## src/rtl/pixel_event_readout_ctrl.sv

```systemverilog
// Event readout controller: buffers encoded pixel events in a small FIFO and
// drains them over a valid/ready stream, closing each arbitration group with a last beat.
module pixel_event_readout_ctrl #(
    parameter int unsigned DATA_W   = 32,
    parameter int unsigned DEPTH    = 8,
    parameter int unsigned AFULL_TH = 6,
    parameter int unsigned CNT_W    = 16
) (
    input  logic                     clk_i,
    input  logic                     reset_i,
    input  logic                     evt_valid_i,
    input  logic [DATA_W-1:0]        evt_data_i,
    input  logic                     grp_release_i,
    output logic                     hold_o,
    output logic                     m_valid_o,
    output logic [DATA_W-1:0]        m_data_o,
    output logic                     m_last_o,
    input  logic                     m_ready_i,
    output logic [$clog2(DEPTH):0]   fifo_level_o,
    output logic [CNT_W-1:0]         drop_cnt_o,
    output logic [CNT_W-1:0]         grp_cnt_o
);

    localparam int unsigned PTR_W = $clog2(DEPTH);
    localparam int unsigned LVL_W = PTR_W + 1;

    typedef enum logic [1:0] {
        IDLE   = 2'd0,
        STREAM = 2'd1,
        FLUSH  = 2'd2
    } state_t;

    state_t            r_state;
    state_t            w_state_nxt;
    logic              w_grp_inc;

    logic [DATA_W-1:0] r_mem [DEPTH];
    logic [PTR_W-1:0]  r_wptr;
    logic [PTR_W-1:0]  r_rptr;
    logic [LVL_W-1:0]  r_level;
    logic              r_rel_q;
    logic              r_rel_q2;
    logic [CNT_W-1:0]  r_drop_cnt;
    logic [CNT_W-1:0]  r_grp_cnt;

    logic              w_full;
    logic              w_empty;
    logic              w_write;
    logic              w_drop;
    logic              w_valid;
    logic              w_pop;
    logic              w_rel_rise;
    logic              w_last_beat;

    // Full is decoded from the registered level, so a same-cycle pop never frees a slot for the write
    assign w_full      = (r_level == LVL_W'(DEPTH));
    assign w_empty     = (r_level == LVL_W'(0));
    assign w_write     = evt_valid_i && (r_state != FLUSH) && !w_full;
    assign w_drop      = evt_valid_i && !w_write;
    assign w_valid     = (r_state != IDLE) && !w_empty;
    assign w_pop       = w_valid && m_ready_i;
    assign w_rel_rise  = r_rel_q && !r_rel_q2;
    assign w_last_beat = (r_state == FLUSH) && (r_level == LVL_W'(1));

    // State register
    always_ff @(posedge clk_i or posedge reset_i) begin
        if (reset_i) begin
            r_state <= IDLE;
        end else begin
            r_state <= w_state_nxt;
        end
    end

    // Next-state and group-completion decode
    always_comb begin
        w_state_nxt = r_state;
        w_grp_inc   = 1'b0;
        case (r_state)
            IDLE: begin
                if (w_rel_rise && w_empty) begin
                    w_grp_inc = 1'b1;
                end
                // Leave on the write itself so the new event is visible right after its edge
                if (!w_empty || w_write) begin
                    w_state_nxt = STREAM;
                end
            end
            STREAM: begin
                if (w_rel_rise) begin
                    w_state_nxt = FLUSH;
                end else if (w_empty && !w_write) begin
                    w_state_nxt = IDLE;
                end
            end
            FLUSH: begin
                if (w_empty || (w_pop && w_last_beat)) begin
                    w_state_nxt = IDLE;
                    w_grp_inc   = 1'b1;
                end
            end
            default: begin
                w_state_nxt = IDLE;
            end
        endcase
    end

    // FIFO storage; contents need no reset since reads are masked by the level
    always_ff @(posedge clk_i) begin
        if (w_write) begin
            r_mem[r_wptr] <= evt_data_i;
        end
    end

    // Pointers, level, release edge detect and statistics
    always_ff @(posedge clk_i or posedge reset_i) begin
        if (reset_i) begin
            r_wptr     <= '0;
            r_rptr     <= '0;
            r_level    <= '0;
            r_rel_q    <= 1'b0;
            r_rel_q2   <= 1'b0;
            r_drop_cnt <= '0;
            r_grp_cnt  <= '0;
        end else begin
            r_rel_q  <= grp_release_i;
            r_rel_q2 <= r_rel_q;
            if (w_write) begin
                r_wptr <= r_wptr + PTR_W'(1);
            end
            if (w_pop) begin
                r_rptr <= r_rptr + PTR_W'(1);
            end
            case ({w_write, w_pop})
                2'b10:   r_level <= r_level + LVL_W'(1);
                2'b01:   r_level <= r_level - LVL_W'(1);
                default: r_level <= r_level;
            endcase
            if (w_drop && (r_drop_cnt != {CNT_W{1'b1}})) begin
                r_drop_cnt <= r_drop_cnt + CNT_W'(1);
            end
            if (w_grp_inc) begin
                r_grp_cnt <= r_grp_cnt + CNT_W'(1);
            end
        end
    end

    assign hold_o       = (r_state == FLUSH) || (r_level >= LVL_W'(AFULL_TH));
    assign m_valid_o    = w_valid;
    assign m_data_o     = w_valid ? r_mem[r_rptr] : '0;
    assign m_last_o     = w_valid && w_last_beat;
    assign fifo_level_o = r_level;
    assign drop_cnt_o   = r_drop_cnt;
    assign grp_cnt_o    = r_grp_cnt;

endmodule

```

## config.mk

```make
export PLATFORM = sky130hd
export DESIGN_NAME = pixel_event_readout_ctrl
export DESIGN_NICKNAME = d
export VERILOG_FILES = /design/src/rtl/pixel_event_readout_ctrl.sv
export SDC_FILE = /design/constraint.sdc
export NUM_CORES = 1
export LEC_CHECK = 0
export ABC_AREA = 1
export CAP_MARGIN = 20
export CORE_MARGIN = 5
export CORE_UTILIZATION = 50
export DETAILED_ROUTE_END_ITERATION = 6
export MAX_ROUTING_LAYER = met4
export PLACE_DENSITY_LB_ADDON = 0.3
export SETUP_SLACK_MARGIN = 0.5
export SYNTH_ARGS = -nofsm -noshare
export SYNTH_HDL_FRONTEND = slang
export SYNTH_SLANG_ARGS = --single-unit
```

## constraint.sdc

```tcl
create_clock -name clk_i -period 3.7 [get_ports clk_i]
set_input_delay 0.555 -clock clk_i [delete_from_list [all_inputs] [get_ports clk_i]]
set_output_delay 0.555 -clock clk_i [all_outputs]
set_load 0.005 [all_outputs]
```

Word level (Yosys, flattened, before mapping)
Memories as Yosys holds them, arrays and structs flattened. Cells that the tools add are included.

Add/subtract/negate cells: 6. $lt $le $gt $ge: 1. Equal/unequal tests: 11. Mux-type cells: 12. Reductions and logical operators: 24.

Operator list (count): $add A16 B1 Y16 const B (2); $mux W32 (1); $ne A16 B16 Y1 const B (1); $logic_and A1 B1 Y1 (12); $mux W2 (4); $pmux W4 S2 (1); $add A3 B1 Y3 const B (2); $pmux W2 S3 (1); $add A4 B1 Y4 const B (1); $eq A2 B1 Y1 const B (2); $eq A2 B2 Y1 const B (2); $eq A4 B1 Y1 const B (1); $eq A4 B4 Y1 const B (1); $ge A4 B3 Y1 const B (1); $logic_not A1 Y1 (4); $logic_not A4 Y1 (1); $mux W1 (4); $ne A2 B2 Y1 const B (2); $reduce_bool A2 Y1 (2); $sub A4 B1 Y4 const B (1); $logic_or A1 B1 Y1 (3); $ne A3 B3 Y1 const B (1); $reduce_and A3 Y1 (1); $logic_not A2 Y1 (1); other kinds (2) (2).

Register bits after elaboration: 46. RAM bits: 256. Input bits: 37. Output and inout port bits: 71. Logic and storage cells: 63. Memories kept: 1.

Memories: r_mem (words 8, bits a word 32, read ports 1, clocked after memory_dff 0, write ports 1, RTL line 37) `logic [DATA_W-1:0] r_mem [DEPTH];`.

Longest topological paths before layout
Gate-level depths: netlist (run 1).

Depth in word-level cells: 8. Depth in mapped cells: 10. Gate-level depth less buffers: 10.

Worst setup path before layout (run 1)
No wires, ideal clock.

Path type: reg2reg. Start point: register r_level[0], in the netlist fifo_level_o[0]. End point: memory r_mem[0][0] (enable). Setup time: 0.421 ns. Data arrival time: 2.649 ns. Required time: 3.279 ns. Path slack: 0.630 ns. Stages on the path, launching flop included: 7. Buffers on the path: 0. Period minus slack after synthesis: 3.070 ns. Cells stage by stage: dfrtp_1 -> inv_1 -> ha_1 -> nand3_1 -> nand3_2 -> or2_1 -> nor2_1.

Cells in the longest elaborated chain, start to end: 5.

Ends and longest elaborated chain: start: declaration (RTL line 40) `logic [LVL_W-1:0] r_level;`; start signal: assignment (RTL line 134) `2'b10: r_level <= r_level + LVL_W'(1);`; start signal: assignment (RTL line 135) `2'b01: r_level <= r_level - LVL_W'(1);`; start signal: assignment (RTL line 136) `default: r_level <= r_level;`; $eq A4 B4 Y1 (RTL line 56) `assign w_full = (r_level == LVL_W'(DEPTH));`; $logic_not A1 Y1 (RTL line 58) `assign w_write = evt_valid_i && (r_state != FLUSH) && !w_full;`; $logic_and A1 B1 Y1 (RTL line 58); $mux W1 (RTL line 109) `if (w_write) begin`; $mux W1 (implied by the code) (RTL line 110) `r_mem[r_wptr] <= evt_data_i;`; end: declaration (RTL line 37).

No other way between the ends.

Worst setup path after layout (run 1)
Start point: register r_rptr[0]. End point: output m_data_o[5].

Cells in the longest elaborated chain, start to end: 2.

Ends and longest elaborated chain: start: declaration (RTL line 39) `logic [PTR_W-1:0] r_rptr;`; start signal: assignment (RTL line 131) `r_rptr <= r_rptr + PTR_W'(1);`; $mem_v2 Z8 W32; $mux W32 (RTL line 149) `assign m_data_o = w_valid ? r_mem[r_rptr] : '0;`; end: declaration (RTL line 16) `output logic [DATA_W-1:0] m_data_o,`.

No other way between the ends.

==> results of run 1 <==
[layout by cell type, fill, tap and decap left out, types with 5 or more instances in the layout]
cell type,instances
nand2_1,168
buf_12,7
inv_1,31
o211ai_1,32
nor2_4,9
xor2_1,12
o21ai_0,142
buf_4,17
nand3_1,33
clkbuf_16,33
edfxtp_1,256
ha_1,8
dfrtp_1,42
o22ai_1,32
xnor2_1,13
clkinv_1,6
inv_2,5
nand4_1,7
clkdlybuf4s50_1,107
clkbuf_1,6
nor2_1,256
[power by group through the flow]
stage               combinational [uW]  sequential, uW  clock, uW
floorplan                         2470            4500          0
global placement                  4190            4630          0
detailed placement                4270            4650          0
CTS                               4460            4560       2950
global route                      5140            4620       3100
finish                            4680            4580       2900
[worst max-delay path, delay by kind of cell (launching register included)]
family,cells,cell delay (ps)
AO/OA/AOI/OAI,2,260
buffers and inverters,2,770
flip-flops,1,560
AND/OR/NAND/NOR,4,390
[final timing paths]
kind	slack [ps]	depth (start not counted)	end	startpoint
worst max-delay path	620	8	m_data_o[5]	r_rptr[0]
worst min-delay path	370	0	r_rel_q2	r_rel_q
worst max register to register	1360	8	r_mem[7][25]	fifo_level_o[0]
worst min register to register	370	0	r_rel_q2	r_rel_q
max in group asynchronous	2780	3	r_rptr[1]	reset_i
min in group asynchronous	400	2	grp_cnt_o[11]	reset_i
[routing by layer]
layer / GRT usage / up-vias
met3: 0.0307 / 57
met2: 0.322 / 293
met1: 0.266 / 4319
li1: - / 4196
met5: - / -
met4: 0.0573 / 0
[kinds of logic after synthesis]
family          synth area share
buf+inv                   0.0313
xor+xnor                  0.0171
compound gates            0.0958
fa+ha+maj                0.00880
flops                      0.691
simple gates               0.156
[stage by stage]
stage	setup WS, ps	util	instances	hold slack [ps]
2_1_floorplan	630	-	1133	354
3_3_place_gp	987	0.571	1536	374
3_5_place_dp	943	0.571	1536	364
4_1_cts	479	0.611	1592	376
5_1_grt	467	0.618	1601	381
6_report	617	0.618	1601	374
[layout make-up]
class                      instances  share of cell area
timing repair inverter             1            0.000563
clock buffer                      37              0.0506
clock inverter                    15              0.0100
tap                              330              0.0265
multi-input combinational        738               0.233
sequential                       302               0.568
timing repair buffer             141               0.101
inverter                          37             0.00973
[state kept, by name, summed over array words and instances, names as in the netlist]
register and cells:
grp_cnt_o 16, r_mem 256, r_rptr 3, r_rel_q2 1, drop_cnt_o 16, r_state 2
fifo_level_o 4, r_rel_q 1, r_wptr 3
[timing repair]
item,in CTS,in global routing
resized for setup,5,7
setup endpoints to repair,29,32
cloned,1,4
pin swaps,0,1
buffers inserted,3,4
==> results.tsv, run 1 <==
stage	metric	value	unit
run_status	outcome	finished, final reports clean	
flow_run	cap_violations	0	
global_route	grt_first_pass_wirelength	44700	um
setup_path	crit_top_cell	nor2_1	
detailed_routing	routedWlPerCell	18.5	um
cells_and_area	ff_latch_area	8850	sq um
pwr	combPwrFrac	0.385	
place	gp_congestion	0.818	
detailed_routing	via_per_inst	5.54	
detailed_routing	drt-total-wl	29600	um
floorplanning	die-area	28900	sq um
clocking	cts_buffer_depth	3	
synth	synthArstFlopShare	0.152	
pwr	peakVddDrop	0.492	mV
cells_and_area	syn_to_final_growth	21.6	%
synth	yosysMostFrequentCell	nor2_1	
clocking	cts-root-buf	clkbuf_16	
clocking	cts_made_buffers	30	
global_route	grt_max_degree	130	
detailed_routing	vias	8865	
synth	synth_seq_area_share	0.691	
synth	synth-edff-count	256	
pwr	seqPwrFrac	0.377	
synth	synth_commonest_cells	265 x nor2_1, 256 x edfxtp_1, 168 x nand2_1	
setup_path	crit_slowest_cell	dfrtp_4	
setup_path	cp_cell_sequence	buf_16, nor2_1, nor2_1, o21ai_0, o211ai_1, nand2_1, nor2_1, clkdlybuf4s50_1	
place	io_buffer_count	107	
synth	netlist_area	12800	sq um
clocking	htree_levels	1	
detailed_routing	drt-initial-drc-count	710	
setup_path	cp.arrival	2530	ps
floorplanning	fp.dieH	170	um
cells_and_area	fin_nets	1297	
detailed_routing	top_layer_used	met4	
synth	synthTopCellsByArea	edfxtp_1 60%, dfrtp_1 9.0%, nor2_1 7.8%	
detailed_routing	wl_met1	12700	um
clocking	cts.clk_slew.worst_paths	60	ps
timing	setup_tns	0	ps
cells_and_area	fillers	1926	
setup_path	required	3140	ps
cells_and_area	diodes	0	
clocking	clock_latency	560	ps
timing	max_slew_margin	0.461	
cells_and_area	multi_input_area	3620	sq um
timing	rsz0062_at_grt	true	
clocking	cts-hold-fix-buffers	0	
synth	syn_area_per_cell	11.3	sq um
timing	finalCriticalPeriod	3080	ps
synth	syn_inst	1133	
synth	ys_warn_count	0	
pwr	total_power	12200	uW
synth	syn-num-nets	1179	
detailed_routing	antenna_left	0	
detailed_routing	drc	0	
global_route	grt_usage	0.199	
synth	synth-main-ff-cell	edfxtp_1	
pwr	clockPowerShare	0.238	
cells_and_area	final_area	15600	sq um
global_route	grt_pass1_vias	8602	
synth	post_synth_num_cell_types	34	
clocking	cts.sinks	302	
pwr	power_switching_share	0.345	
timing	setup-violations-final	0	
setup_path	crit_path_end_kind	output pin	
global_route	antenna_found_initial	0	
cells_and_area	drive_gt1_frac	0.0889	
floorplanning	core_area	25200	sq um
pwr	p_int	7960	uW
floorplanning	initial_core_util	0.508	
timing	finalMaxSlewViolations	0	
pwr	power.density	781	nW/um^2
setup_path	max_stage_delay	560	ps
timing	fmax	0.324	GHz
worst_hold_path	hold_path.class	flip-flop to flip-flop	
place	placed_area	14400	sq um
synth	synth.top_cell.area_share	0.601	
timing	min_period_over_period	0.833	
pwr	p_switching	4190	uW
setup_path	cp_max_fo	33	
clocking	tritoncts	built	
synth	yosys.area.top_type	edfxtp_1	
timing	fin_worst_skew	16.2	ps
detailed_routing	drt_pre_antenna_iters	5	
floorplanning	die_width	170	um
floorplanning	rows	58	
synth	synth-seq-cells	302	
setup_path	crit_type	flip-flop to output pin	
global_route	grt_overflow	0	
timing	hold_viol	0	
detailed_routing	met2_length	14200	um
pwr	cellLeakagePower	0.00562	uW
floorplanning	top_level_ports	108	
detailed_routing	routed-wl-met3	1970	um
place	dp_hpwl	16200	um
timing	tightest_slew	809	ps
setup_path	crit_path_start_kind	flip-flop	
No activity file was read; power rests on OpenSTA's default activity.
==> inputs of run 2 (changes only) <==
- clock period: 3.7 -> 3 ns (I/O delays scaled with it)
==> results.tsv, run 2 (synthesis gave the netlist of run 1 again) <==
stage	metric	value	unit	change
timing	finalMaxSlewViolations	0		unchanged
place	dp_hpwl	15900	um	was 16200 um
floorplanning	core_area	25200	sq um	unchanged
setup_path	crit_path_start_kind	flip-flop		unchanged
timing	min_period_over_period	0.910		
setup_path	required	2550	ps	was 3140 ps
global_route	grt_overflow	0		unchanged
timing	fin_worst_skew	27.0	ps	was 16.2 ps
cells_and_area	largest_reg_flops	256		unchanged
floorplanning	die-area	28900	sq um	unchanged
timing	hold_viol	0		unchanged
setup_path	timing.rr.end	r_mem[4][8]		was r_mem[7][25]
detailed_routing	via_per_inst	5.66		was 5.54
clocking	cts.sinks	302		unchanged
flow_run	cap_violations	0		unchanged
place	gp_congestion	0.866		was 0.818
place	dp_cells	1538		was 1536
global_route	grt_max_degree	61		was 130
cells_and_area	fin_nets	1358		was 1297
timing	finalCriticalPeriod	2730	ps	
detailed_routing	drc	0		unchanged
pwr	clockPowerShare	0.216		was 0.238
floorplanning	initial_core_util	0.508		unchanged
setup_path	cp_max_fo	9		was 33
cells_and_area	drive_gt1_frac	0.196		was 0.0889
clocking	clock_latency	540	ps	was 560 ps
timing	setup-violations-final	0		unchanged
floorplanning	top_level_ports	108		unchanged
pwr	cellLeakagePower	0.00632	uW	was 0.00562 uW
worst_hold_path	hold_path.class	input pin to flip-flop		was flip-flop to flip-flop
detailed_routing	drt-initial-drc-count	885		was 710
cells_and_area	syn_to_final_growth	30.9	%	was 21.6%
clocking	htree_levels	1		unchanged
global_route	grt_usage	0.222		was 0.199
pwr	p_switching	6090	uW	was 4190 uW
place	io_buffer_count	107		unchanged
timing	rsz0062_at_grt	true		unchanged
floorplanning	die_width	170	um	unchanged
timing	fmax	0.367	GHz	
clocking	tritoncts	built		unchanged
pwr	power_switching_share	0.355		was 0.345
detailed_routing	antenna_left	0		unchanged
timing	tightest_slew	595	ps	was 809 ps
detailed_routing	vias	9426		was 8865
clocking	cts-root-buf	clkbuf_16		unchanged
cells_and_area	layout_common_cells	256 x edfxtp_1, 233 x nor2_1, 167 x nand2_1		was 256 x nor2_1, 256 x edfxtp_1, 168 x nand2_1
detailed_routing	drt_pre_antenna_iters	5		unchanged
cells_and_area	fillers	1727		was 1926
clocking	cts-hold-fix-buffers	0		unchanged
global_route	grt_pass1_vias	8890		was 8602
global_route	antenna_found_initial	2		was 0
timing	max_slew_margin	0.603		was 0.461
pwr	p_int	11000	uW	was 7960 uW
run_status	outcome	finished, final reports clean		unchanged
setup_path	r2r_slack	620	ps	was 1360 ps
cells_and_area	registers.top_by_ff_count	r_mem		unchanged
setup_path	cp.arrival	2280	ps	was 2530 ps
floorplanning	fp.dieH	170	um	unchanged
setup_path	regToRegStartpoint	fifo_level_o[0]		unchanged
setup_path	crit_start	r_rptr[0]		unchanged
detailed_routing	routedWlPerCell	20.7	um	was 18.5 um
pwr	peakVddDrop	0.604	mV	was 0.492 mV
detailed_routing	drt-total-wl	34500	um	was 29600 um
pwr	seqPwrFrac	0.328		was 0.377
cells_and_area	final_common_cell	edfxtp_1		
clocking	cts_buffer_depth	3		unchanged
clocking	cts_made_buffers	29		was 30
global_route	grt_first_pass_wirelength	48700	um	was 44700 um
setup_path	endpoint	m_data_o[14]		was m_data_o[5]
cells_and_area	finalNonFillerCells	1666		was 1601
clocking	cts.clk_slew.worst_paths	70	ps	was 60 ps
setup_path	crit_path_end_kind	output pin		unchanged
cells_and_area	final_util	0.665		was 0.618
setup_path	crit_type	flip-flop to output pin		unchanged
pwr	combPwrFrac	0.456		was 0.385
floorplanning	rows	58		unchanged
setup_path	worst-r2r-cell-count	9		was 8
pwr	power.density	1020	nW/um^2	was 781 nW/um^2
-- run 2: cell count changes in the layout (fill, tap and decap cells not counted), moves of 9 or more --
cell / previous run / this run
buf_2: 0 / 11
o21ai_2: 0 / 20
nor2_1: 256 / 233
o21ai_0: 142 / 88
buf_12: 7 / 19
o21ai_1: 0 / 32
clkdlybuf4s50_1: 107 / 73
clkbuf_2: 0 / 13
buf_4: 17 / 38
buf_16: 4 / 14
dlymetal6s2s_1: 0 / 9
nor2_2: 2 / 18
buf_6: 2 / 14
clkbuf_8: 1 / 10
-- run 2: timing repair --
item                       in CTS  in global routing
buffers inserted               23                 27
gates cloned                   12                 11
pin swaps                      16                 85
resized for setup              60                181
setup endpoints to repair      34                 34
-- run 2: layer usage --
layer	vias to the layer above	wire, um	GRT usage
met5	-	0	-
met4	0	1100	0.0667
met3	79	2790	0.0325
met2	458	17100	0.364
met1	4558	13500	0.290
li1	4331	-	-
-- run 2: power by group through the flow --
stage	Clock, uW	Sequential, uW	Combinational, uW
after floorplan	0	5540	3080
after global placement	0	5680	5270
after detailed placement	0	5700	5370
after CTS	3720	5560	6770
after global routing	3930	5660	8340
final	3710	5620	7810
-- run 2: area by class of cell --
type                            instances  area [sq um]  area share
Sequential cell                       302          8850       0.528
Multi-Input combinational cell        738          3860       0.230
Timing Repair Buffer                  204          2480       0.148
Clock buffer                           43           878      0.0524
Tap cell                              330           413      0.0246
Inverter                               37           156     0.00933
Clock inverter                         10           108     0.00642
Antenna cell                            2          5.00    0.000299
-- run 2: worst min-delay path by stage --
stage,startpoint,end,slack (ps),cells past startpoint
6_report,grp_release_i,r_rel_q,340,1
3_5_place_dp,r_rel_q,r_rel_q2,360,0
5_1_grt,grp_release_i,r_rel_q,330,1
4_1_cts,grp_release_i,r_rel_q,330,1
3_3_place_gp,r_rel_q,r_rel_q2,360,0
2_1_floorplan,r_rel_q,r_rel_q2,350,0
-- run 2: worst max-delay path, cell delays in order (launching register included) --
cell and delay (ps):
dfrtp_4 570, clkinv_8 120, buf_6 140, buf_12 120
clkbuf_16 170, nor2_2 80, o22ai_1 110, nor2_1 210
nor2_1 60, dlymetal6s2s_1 150
-- run 2: stage by stage --
step	total power, uW	hold WS, ps	instance area, sq um	setup TNS (ps)	worst slack [ps]
2_1_floorplan	8630	354	12800	-1990	-15.5
3_3_place_gp	10900	360	14400	0	445
3_5_place_dp	11100	364	14400	0	406
4_1_cts	16000	331	16100	0	89.2
5_1_grt	17900	325	16800	0	217
6_report	17100	343	16800	0	271
==> inputs of run 3 (changes only) <==
- CTS_BUF_LIST: default -> sky130_fd_sc_hd__clkbuf_16
==> results.tsv, run 3 (synthesis gave the netlist of run 1 again) <==
stage	metric	value	unit	change
cells_and_area	fillers	1690		was 1727
cells_and_area	syn_to_final_growth	33.3	%	was 30.9%
detailed_routing	vias	9580		was 9426
pwr	cellLeakagePower	0.00632	uW	about the same
setup_path	crit_type	flip-flop to output pin		unchanged
setup_path	crit_slowest_cell	dfrtp_4		unchanged
clocking	cts-hold-fix-buffers	0		unchanged
clocking	cts_buffer_depth	3		unchanged
detailed_routing	antenna_left	0		unchanged
pwr	power.density	1030	nW/um^2	was 1020 nW/um^2
cells_and_area	largest_reg_flops	256		unchanged
floorplanning	die-area	28900	sq um	unchanged
detailed_routing	drt-total-wl	35700	um	was 34500 um
setup_path	max_stage_delay	510	ps	was 570 ps
setup_path	required	2550	ps	about the same
timing	finalMaxSlewViolations	0		unchanged
clocking	clock_latency	540	ps	about the same
floorplanning	rows	58		unchanged
setup_path	crit_path_end_kind	output pin		unchanged
timing	rsz0062_at_grt	true		unchanged
floorplanning	top_level_ports	108		unchanged
detailed_routing	drt-initial-drc-count	928		was 885
worst_hold_path	hold_path.class	input pin to flip-flop		unchanged
clocking	cts.sinks	302		unchanged
clocking	cts_made_buffers	29		unchanged
global_route	antenna_found_initial	2		unchanged
cells_and_area	final_common_cell	edfxtp_1		unchanged
place	dp_hpwl	15900	um	unchanged
global_route	grt_max_degree	47		was 61
place	gp_congestion	0.866		unchanged
clocking	cts-root-buf	clkbuf_16		unchanged
pwr	peakVddDrop	0.575	mV	was 0.604 mV
cells_and_area	layout_common_cells	256 x edfxtp_1, 200 x nor2_1, 167 x nand2_1		was 256 x edfxtp_1, 233 x nor2_1, 167 x nand2_1
cells_and_area	fin_nets	1369		was 1358
setup_path	crit_path_start_kind	flip-flop		unchanged
cells_and_area	registers.top_by_ff_count	r_mem		unchanged
detailed_routing	drt_pre_antenna_iters	7		was 5
cells_and_area	final_util	0.678		was 0.665
global_route	grt_usage	0.241		was 0.222
timing	fmax	0.373	GHz	was 0.367 GHz
clocking	htree_levels	1		unchanged
timing	min_period_over_period	0.893		was 0.910
setup_path	crit_top_cell	nor2_1		unchanged
global_route	grt_first_pass_wirelength	52300	um	was 48700 um
floorplanning	initial_core_util	0.508		unchanged
setup_path	cp_max_fo	9		unchanged
floorplanning	fp.dieH	170	um	unchanged
timing	tightest_slew	590	ps	was 595 ps
timing	hold_viol	0		unchanged
timing	finalCriticalPeriod	2680	ps	was 2730 ps
floorplanning	core_area	25200	sq um	unchanged
global_route	grt_pass1_vias	9326		was 8890
cells_and_area	drive_gt1_frac	0.230		was 0.196
timing	fin_worst_skew	18.9	ps	was 27.0 ps
clocking	cts.clk_slew.worst_paths	70	ps	about the same
floorplanning	die_width	170	um	unchanged
cells_and_area	multi_input_area	4060	sq um	was 3860 sq um
detailed_routing	drc	1		was 0
timing	max_slew_margin	0.606		was 0.603
global_route	grt_overflow	0		unchanged
run_status	violations	DRC		
timing	hold_ws	348	ps	was 343 ps
run_status	outcome	finished, violations left		was finished, final reports clean
detailed_routing	routedWlPerCell	21.3	um	was 20.7 um
setup_path	cp_cell_sequence	clkinv_8, buf_4, buf_12, buf_16, o21ai_0, o22ai_1, nor2_1, nor2_1, buf_2		was clkinv_8, buf_6, buf_12, clkbuf_16, nor2_2, o22ai_1, nor2_1, nor2_1, dlymetal6s2s_1
clocking	tritoncts	built		unchanged
cells_and_area	ff_latch_area	8850	sq um	unchanged
place	io_buffer_count	107		unchanged
timing	setup-violations-final	0		unchanged
flow_run	cap_violations	0		unchanged
setup_path	cp.arrival	2230	ps	was 2280 ps
detailed_routing	via_per_inst	5.71		was 5.66
-- run 3: where the power goes --
part	leakage, uW	switching [uW]	internal (uW)
logic	0.00296	4470	3950
registers	0.00292	407	5260
clock network	0.000446	1510	1920
-- run 3: what timing repair did --
| action | CTS | global route |
|---|---|---|
| setup buffers | 51 | 8 |
| endpoints found under the setup margin | 34 | 33 |
| gates resized for setup | 329 | 82 |
| hold endpoints to repair | 0 | 0 |
| pin swaps | 113 | 62 |
| cloned | 21 | 4 |
-- run 3: worst paths after layout --
check                           startpoint               to  slack (ps)  cells past startpoint
setup reg to reg           fifo_level_o[0]     r_mem[4][19]         760                      8
hold / removal               grp_release_i          r_rel_q         350                      1
min in group asynchronous          reset_i  fifo_level_o[0]         390                      3
max in group asynchronous          reset_i        r_rptr[1]        2160                      3
setup / recovery                 r_rptr[0]     m_data_o[15]         320                      9
hold reg to reg                    r_rel_q         r_rel_q2         380                      0
-- run 3: routing by layer --
metal,vias up,wire length (um),track usage
li1,4356,-,-
met1,4636,14000,0.312
met2,520,17600,0.393
met3,68,3050,0.0467
met4,0,1000,0.0722
met5,-,0,-
-- run 3: per-stage QoR --
stage	setup TNS, ps	area (sq um)	instances	total power [uW]	worst slack (ps)
global placement	0	14400	1538	10900	445
detailed placement	0	14400	1538	11100	406
finish	0	17100	1677	17500	322
CTS	0	16700	1663	16800	385
floorplan	-1990	12800	1133	8630	-15.5
global route	0	17100	1677	18300	250
-- run 3: worst max-delay path: cells and delay by family (launching register included) --
family	cells	cell delay, ps
AOI/OAI and AO/OA	2	270
buffers and inverters	5	670
DFF	1	510
and+or+nand+nor	2	240
-- run 3: cell type report --
class                   instances  area share
inverters                      37     0.00931
multi-input cells             738       0.238
flip-flops and latches        302       0.519
repair buffers                215       0.157
well taps                     330      0.0242
diodes                          2    0.000293
clock inverters                24     0.00939
clock buffers                  29      0.0425
